File: src/rtl/fpu_result_collector.sv
// fpu_result_collector: issue/return controller around a fixed-latency FP32 add/sub datapath.
// Ports: in_* operation request (valid/ready, a, b, op, tag); add_* adder operand/result
// interface; out_* result FIFO head (valid/ready, r, tag, flags={sign,nan,inf,zero,subnormal}).
// Optional FPU_STICKY_FLAGS_EN adds sticky_clr / sticky_flags={nan,inf,subnormal}.
module fpu_result_collector #(
  parameter int WIDTH = 32,
  parameter int EXP_BITS = 8,
  parameter int MANT_BITS = 23,
  parameter int LATENCY = 6,
  parameter int TAG_W = 4,
  parameter int FIFO_DEPTH = 8
) (
  input  logic clk,
  input  logic arst_n,
  input  logic in_valid,
  output logic in_ready,
  input  logic [WIDTH-1:0] in_a,
  input  logic [WIDTH-1:0] in_b,
  input  logic in_op,
  input  logic [TAG_W-1:0] in_tag,
  output logic [WIDTH-1:0] add_a,
  output logic [WIDTH-1:0] add_b,
  output logic add_op,
  input  logic [WIDTH-1:0] add_r,
  output logic out_valid,
  input  logic out_ready,
  output logic [WIDTH-1:0] out_r,
  output logic [TAG_W-1:0] out_tag,
  output logic [4:0] out_flags
`ifdef FPU_STICKY_FLAGS_EN
  ,
  input  logic sticky_clr,
  output logic [2:0] sticky_flags
`endif
);
  localparam int CW = $clog2(FIFO_DEPTH) + 1;
  localparam int PW = $clog2(FIFO_DEPTH);
  localparam int EW = WIDTH + TAG_W + 5;
  logic fire, push, pop;
  logic [LATENCY-1:0] vld;
  logic [TAG_W-1:0] tags [LATENCY];
  logic [CW-1:0] credits, fifo_cnt;
  logic [PW-1:0] wr_ptr, rd_ptr;
  logic [EW-1:0] mem [FIFO_DEPTH];
  logic [EXP_BITS-1:0] e;
  logic [MANT_BITS-1:0] m;
  logic [4:0] flags;
  // credits counts ops in flight plus entries queued, so an accepted op always has a slot
  assign in_ready = credits < CW'(FIFO_DEPTH);
  assign fire = in_valid & in_ready;
  assign add_a = fire ? in_a : '0;
  assign add_b = fire ? in_b : '0;
  assign add_op = fire & in_op;
  assign e = add_r[WIDTH-2 -: EXP_BITS];
  assign m = add_r[MANT_BITS-1:0];
  assign flags = {add_r[WIDTH-1], &e & |m, &e & ~|m, ~|e & ~|m, ~|e & |m};
  assign push = vld[LATENCY-1];
  assign out_valid = fifo_cnt != '0;
  assign pop = out_valid & out_ready;
  assign {out_r, out_tag, out_flags} = out_valid ? mem[rd_ptr] : '0;
  always_ff @(posedge clk or negedge arst_n) begin
    if (!arst_n) begin
      vld <= '0;
      credits <= '0;
      fifo_cnt <= '0;
      wr_ptr <= '0;
      rd_ptr <= '0;
    end else begin
      vld <= {vld[LATENCY-2:0], fire};
      credits <= credits + CW'(fire) - CW'(pop);
      fifo_cnt <= fifo_cnt + CW'(push) - CW'(pop);
      wr_ptr <= wr_ptr + PW'(push);
      rd_ptr <= rd_ptr + PW'(pop);
    end
  end
  // tags and storage need no reset: they are only observed behind a valid
  always_ff @(posedge clk) begin
    tags[0] <= in_tag;
    for (int i = 1; i < LATENCY; i++) tags[i] <= tags[i-1];
    if (push) mem[wr_ptr] <= {add_r, tags[LATENCY-1], flags};
  end
`ifdef FPU_STICKY_FLAGS_EN
  always_ff @(posedge clk or negedge arst_n) begin
    if (!arst_n) sticky_flags <= '0;
    else sticky_flags <= (sticky_clr ? 3'b000 : sticky_flags) | (push ? {flags[3], flags[2], flags[0]} : 3'b000);
  end
`endif
endmodule

File: config.mk
export PLATFORM = sky130hd
export DESIGN_NAME = fpu_result_collector
export DESIGN_NICKNAME = d
export VERILOG_FILES = /design/src/rtl/fpu_result_collector.sv
export SDC_FILE = /design/constraint.sdc
export NUM_CORES = 1
export LEC_CHECK = 0
export BUFFER_PORTS_ARGS = -buffer_cell sky130_fd_sc_hd__buf_2
export CAP_MARGIN = 0
export CORE_ASPECT_RATIO = 2
export CORE_MARGIN = 8
export CORE_UTILIZATION = 35
export CTS_CLUSTER_SIZE = 24
export DETAILED_ROUTE_END_ITERATION = 8
export PLACE_DENSITY_LB_ADDON = 0.25
export SYNTH_ARGS = -nofsm -noshare
export SYNTH_HDL_FRONTEND = slang
export SYNTH_SLANG_ARGS = --single-unit
File: constraint.sdc
create_clock -name clk -period 9.75 [get_ports clk]
set_input_delay 0.975 -clock clk [delete_from_list [all_inputs] [get_ports clk]]
set_output_delay 0.975 -clock clk [all_outputs]
set_load 0.02 [all_outputs]
* Yosys cells after proc, flatten, opt, wreduce, memory -nomap -nowiden
Memories as Yosys holds them, arrays and structs flattened.
Index checks and enable logic that the tools add are counted.
** Storage, ports and cells
- Register bits after elaboration :: 20
- Bits in writable memories :: 352
- Bits of input ports :: 105
- Output and inout port bits :: 108
- Logic and storage cells :: 32
- Memories kept :: 2
** Memories
- mem :: words 8, bits a word 41, rd ports 1, clocked after Yosys merged registers in 0, write ports 1, line 44 : logic [EW-1:0] mem [FIFO_DEPTH];
- tags :: words 6, bits a word 4, rd ports 6, clocked after Yosys merged registers in 0, write ports 6, line 41 : logic [TAG_W-1:0] tags [LATENCY];
** Operators by class
- Add/sub/neg operators :: 6
- Order comparisons :: 1
- Mux-type cells :: 5
- Bitwise logic cells :: 7
- Reduce and logical (&&, ||, !) cells :: 6
** Operators with widths (count)
- two-way mux 32 bit :: 2
- two-way mux 41 bit :: 1
- OR reduction 23 bit :: 1
- adder 4 x 1 -> 4 bit :: 2
- AND reduction 8 bit :: 1
- OR reduction 8 bit :: 1
- subtractor 4 x 1 -> 4 bit :: 2
- AND 1 bit :: 7
- adder 3 x 1 -> 3 bit :: 2
- less-than comparator 4 bit, second input constant :: 1
- nonzero test 4 bit :: 1
- logical NOT 1 bit :: 2
- two-way mux 1 bit :: 2

* Logic depth before layout (Yosys ltp)
- Depth in word-level cells :: 4
- Gate-level depth with buffers :: 12
- Depth with buffers taken out :: 12

* Worst setup path after synthesis
No wires, ideal clock.
- Kind :: register to register
- Start :: register wr_ptr[0]
- End :: memory mem[0][0] in the netlist's numbering, enable pin
- Setup time :: 0.487 ns
- Data arrival time :: 3.303 ns
- Data required time :: 9.263 ns
- Slack :: 5.960 ns
- Cell stages (with the launch flop) :: 3
- Cells stage by stage :: dfrtp_1 > nand2b_1 > nor3_1
** RTL lines
- start, declared :: line 43 : logic [PW-1:0] wr_ptr, rd_ptr;
- start signal, assigned :: line 72 : wr_ptr <= wr_ptr + PW'(push);
- end, declared :: line 44
Straight into the memory's write port.

* Worst setup path in the final report
- Start :: register rd_ptr[0]
- End :: output port out_flags[3]
** On the way
- Longest elaborated chain between the ends :: 2
** Ends and longest elaborated chain
- start, declared :: line 43
- start signal, assigned :: line 73 : rd_ptr <= rd_ptr + PW'(pop);
- memory (8 x 41 bit)
- two-way mux 41 bit :: line 60 : assign {out_r, out_tag, out_flags} = out_valid ? mem[rd_ptr] : '0;
- end, declared :: line 29 : output logic [4:0] out_flags
No other way between the ends.

==> summary.log <==
qor: outcome.status completed
qor: critical_path.cp_data_arrival_time 3450 ps
qor: global_routing.largest_net_degree_at_the_start_of_global_routing 67
qor: cells_and_area.post_route_cells_drive_above_1_share 38.82%
qor: synth.synth_commonest_cells 320 x sky130_fd_sc_hd__edfxtp_1, 80 x sky130_fd_sc_hd__mux4_2, 66 x sky130_fd_sc_hd__and2_1
qor: synth.synth_largest_area_cell sky130_fd_sc_hd__edfxtp_1
qor: synth.syn-cell-area 0.01412 mm^2
qor: timing.grt_setup_unrepaired false
qor: cells_and_area.fillerInstances 3,627
qor: clocking.cts_hold_buf 0
qor: drt.dr_wl_met2 17,920 um
qor: global_routing.via_count_of_the_first_global_routing_pass 8,142
qor: floorplanning.floorplan.initialDensity 35.24%
qor: floorplanning.die_w 158.0 um
qor: drt.routed_via_density 4.853
qor: critical_path.critPathCaptureType output port
qor: drt.wl_met1 11,700 um
qor: timing.min_period_over_period 45.39%
qor: drt.remaining_drc_errors 0
qor: floorplanning.die_y 300.1 um
qor: synth.mappedNetlistNets 822
qor: drt.final_antenna_net_count 0
qor: timing.timing_hold_violations_final 0
qor: synth.post-synth-top-count-cell sky130_fd_sc_hd__edfxtp_1
qor: placement.port_buffers 212
qor: synth.synth.lib_cells_used.distinct 29
qor: timing.maxSlewViolCount 0
qor: timing.tightestPinTransition 1084 ps
qor: drt.route.final.wire_length 32,620 um
qor: clocking.tritoncts_num_sinks 364
qor: floorplanning.fp.dieArea 0.04743 mm^2
qor: clocking.tritoncts done
qor: clocking.tritoncts.num_buffers 30
qor: cells_and_area.layout.nets 1,046
qor: timing.fin_skew 11.97 ps
qor: cells_and_area.layout-area-overhead-vs-synth 18.71%
qor: synth.synth.yosys.seq_area_share 74.98%
qor: timing.max_slew_margin 27.07%
qor: timing.shortest_clock_period_the_worst_path_allows_after_layout 4425 ps
qor: cells_and_area.multi_input_area 0.003313 mm^2
qor: synth.yosys-top-cells-area sky130_fd_sc_hd__edfxtp_1 68%, sky130_fd_sc_hd__mux4_2 13%, sky130_fd_sc_hd__dfrtp_1 3.5%
qor: synth.asyncSetResetFlopFracSynth 5.495%
qor: drt.drt_first_pass_iters 4
qor: clocking.ctsResizeCount 0
qor: drt.vias 7,172
qor: clocking.post-cts-setup-buffers 0
qor: critical_path.critPathRequiredTime 8780 ps
qor: clocking.clk_path_buf_depth 3
qor: timing.final-setup-viol-count 0
qor: cells_and_area.area.sequential 0.01060 mm^2
qor: worst_hold_path.timing.hold.worst.class register to register
qor: critical_path.timing.critical_path.from_type register
qor: timing.achievable-frequency 226.0 MHz
qor: critical_path.criticalPathCategory register to output port
qor: clocking.clkSlewWorstSetupHoldPaths 70 ps
qor: floorplanning.floorplan.core_area 0.04008 mm^2
qor: synth.synth_area_per_cell 20.06 um^2
qor: placement.gpl.final_weighted_congestion 0.8000
qor: timing.setup_tns 0 ps
qor: global_routing.grt_util_all_layers 13.88%
qor: synth.synth.top_cell.area_share 68.04%
qor: clocking.htree_levels 1
qor: job.max_cap_violations 0
qor: power.p_per_area 282.9 mW/mm^2
qor: synth.ys_warn_count 0
qor: power.finalPower 4.744 mW
qor: clocking.clk-insertion-delay-late 560 ps
qor: floorplanning.boundaryPins 213
qor: clocking.cts_root_buffer sky130_fd_sc_hd__clkbuf_16
qor: synth.ys_dominant_reg_cell sky130_fd_sc_hd__edfxtp_1
qor: synth.synth-seq-cells 364
qor: synth.post_synth_inst_count 704
qor: power.vdd.ir_drop.worst 0.0001768 V
qor: placement.post_detail_place_hpwl 20,630 um
qor: synth.synth-edff-count 320
qor: cells_and_area.antenna_cells_inserted 0
qor: drt.detail_route.iter0.violations 309
qor: floorplanning.placementRows 104
qor: drt.top_layer met4
qor: global_routing.grt_first_pass_wirelength 48,710 um
qor: power.static_leakage_power 6.148 nW
qor: global_routing.antenna_found_initial 2
qor: drt.routed_wire_length_per_instance 22.07 um
qor: global_routing.congestion_overflow_gr 0
qor: critical_path.worst-path-max-fanout 48
qor: drt.dr_wl_met3 1907 um
-- state kept, by name (all words and copies together) (netlist names) --
register	cells
credits	4
fifo_cnt	4
mem	320
rd_ptr	3
tags	24
vld	6
wr_ptr	3
-- cells in the final DEF, fill, tap and decap left out, types with 8 or more instances in the layout --
cell type and n:
sky130_fd_sc_hd__edfxtp_1 320, sky130_fd_sc_hd__buf_2 212, sky130_fd_sc_hd__mux4_2 80, sky130_fd_sc_hd__and2_1 66, sky130_fd_sc_hd__nor2_1 41, sky130_fd_sc_hd__mux2i_1 41, sky130_fd_sc_hd__clkbuf_16 31, sky130_fd_sc_hd__dfxtp_1 24
sky130_fd_sc_hd__dfrtp_1 17, sky130_fd_sc_hd__inv_1 15, sky130_fd_sc_hd__buf_4 15, sky130_fd_sc_hd__ha_1 11, sky130_fd_sc_hd__clkinv_2 8
-- path summary, 6_finish.rpt --
| check | startpoint | to | slack, ps | cells after the start |
|---|---|---|---|---|
| setup / recovery | rd_ptr[0] | out_flags[3] | 5320 | 5 |
| hold / removal | tags[3][1] | tags[4][1] | 330 | 0 |
| setup reg to reg | fifo_cnt[2] | credits[2] | 6780 | 13 |
| hold reg to reg | tags[3][1] | tags[4][1] | 330 | 0 |
| max in group asynchronous | arst_n | rd_ptr[0] | 9010 | 1 |
| min in group asynchronous | arst_n | rd_ptr[1] | 370 | 1 |
-- metal layers --
metal | GRT usage, % | vias to the layer above
met1 | 14.80 | 3653
met4 | 5.483 | 0
met2 | 26.17 | 275
li1 | - | 3189
met5 | 0 | -
met3 | 2.517 | 55
-- power by group --
part | switching, mW | total [mW] | internal [mW]
clock network | 0.541 | 1.20 | 0.657
registers | 0.156 | 2.03 | 1.87
logic | 0.862 | 1.52 | 0.655
-- cell families after synthesis --
kind of cell | synth area share [%]
flip-flops | 74.98
AND/OR/NAND/NOR | 5.351
multiplexers | 15.66
buffers and inverters | 2.002
adder cells (fa/ha/maj) | 1.258
XOR/XNOR | 0.4961
AO/OA/AOI/OAI | 0.2480
-- worst max-delay path, stage by stage (launching register included) --
cell and delay (ps):
sky130_fd_sc_hd__dfrtp_4 1090, sky130_fd_sc_hd__buf_4 710, sky130_fd_sc_hd__mux4_2 580, sky130_fd_sc_hd__mux2i_1 140
sky130_fd_sc_hd__nor2_1 120, sky130_fd_sc_hd__buf_2 230
-- final cells by class --
cell class                 count  area share [%]
sequential                   364           63.22
multi-input combinational    290           19.76
timing repair buffer         227           7.000
clock buffer                  34           4.694
tap                          530           3.955
clock inverter                18           1.037
inverter                      15          0.3358
-- per-stage QoR --
stage	instances	util, %	cell area, um^2	hold slack (ps)	worst slack [ps]
after floorplan	704	-	14120	309.6	5960
after global placement	1426	39.44	15810	310.7	5747
after detailed placement	1426	39.44	15810	312.1	5766
after CTS	1478	41.83	16770	328.4	5157
after global routing	1478	41.83	16770	333.0	4995
final	1478	41.83	16770	326.0	5325
Note: power is estimated with default switching activity, not from simulation.
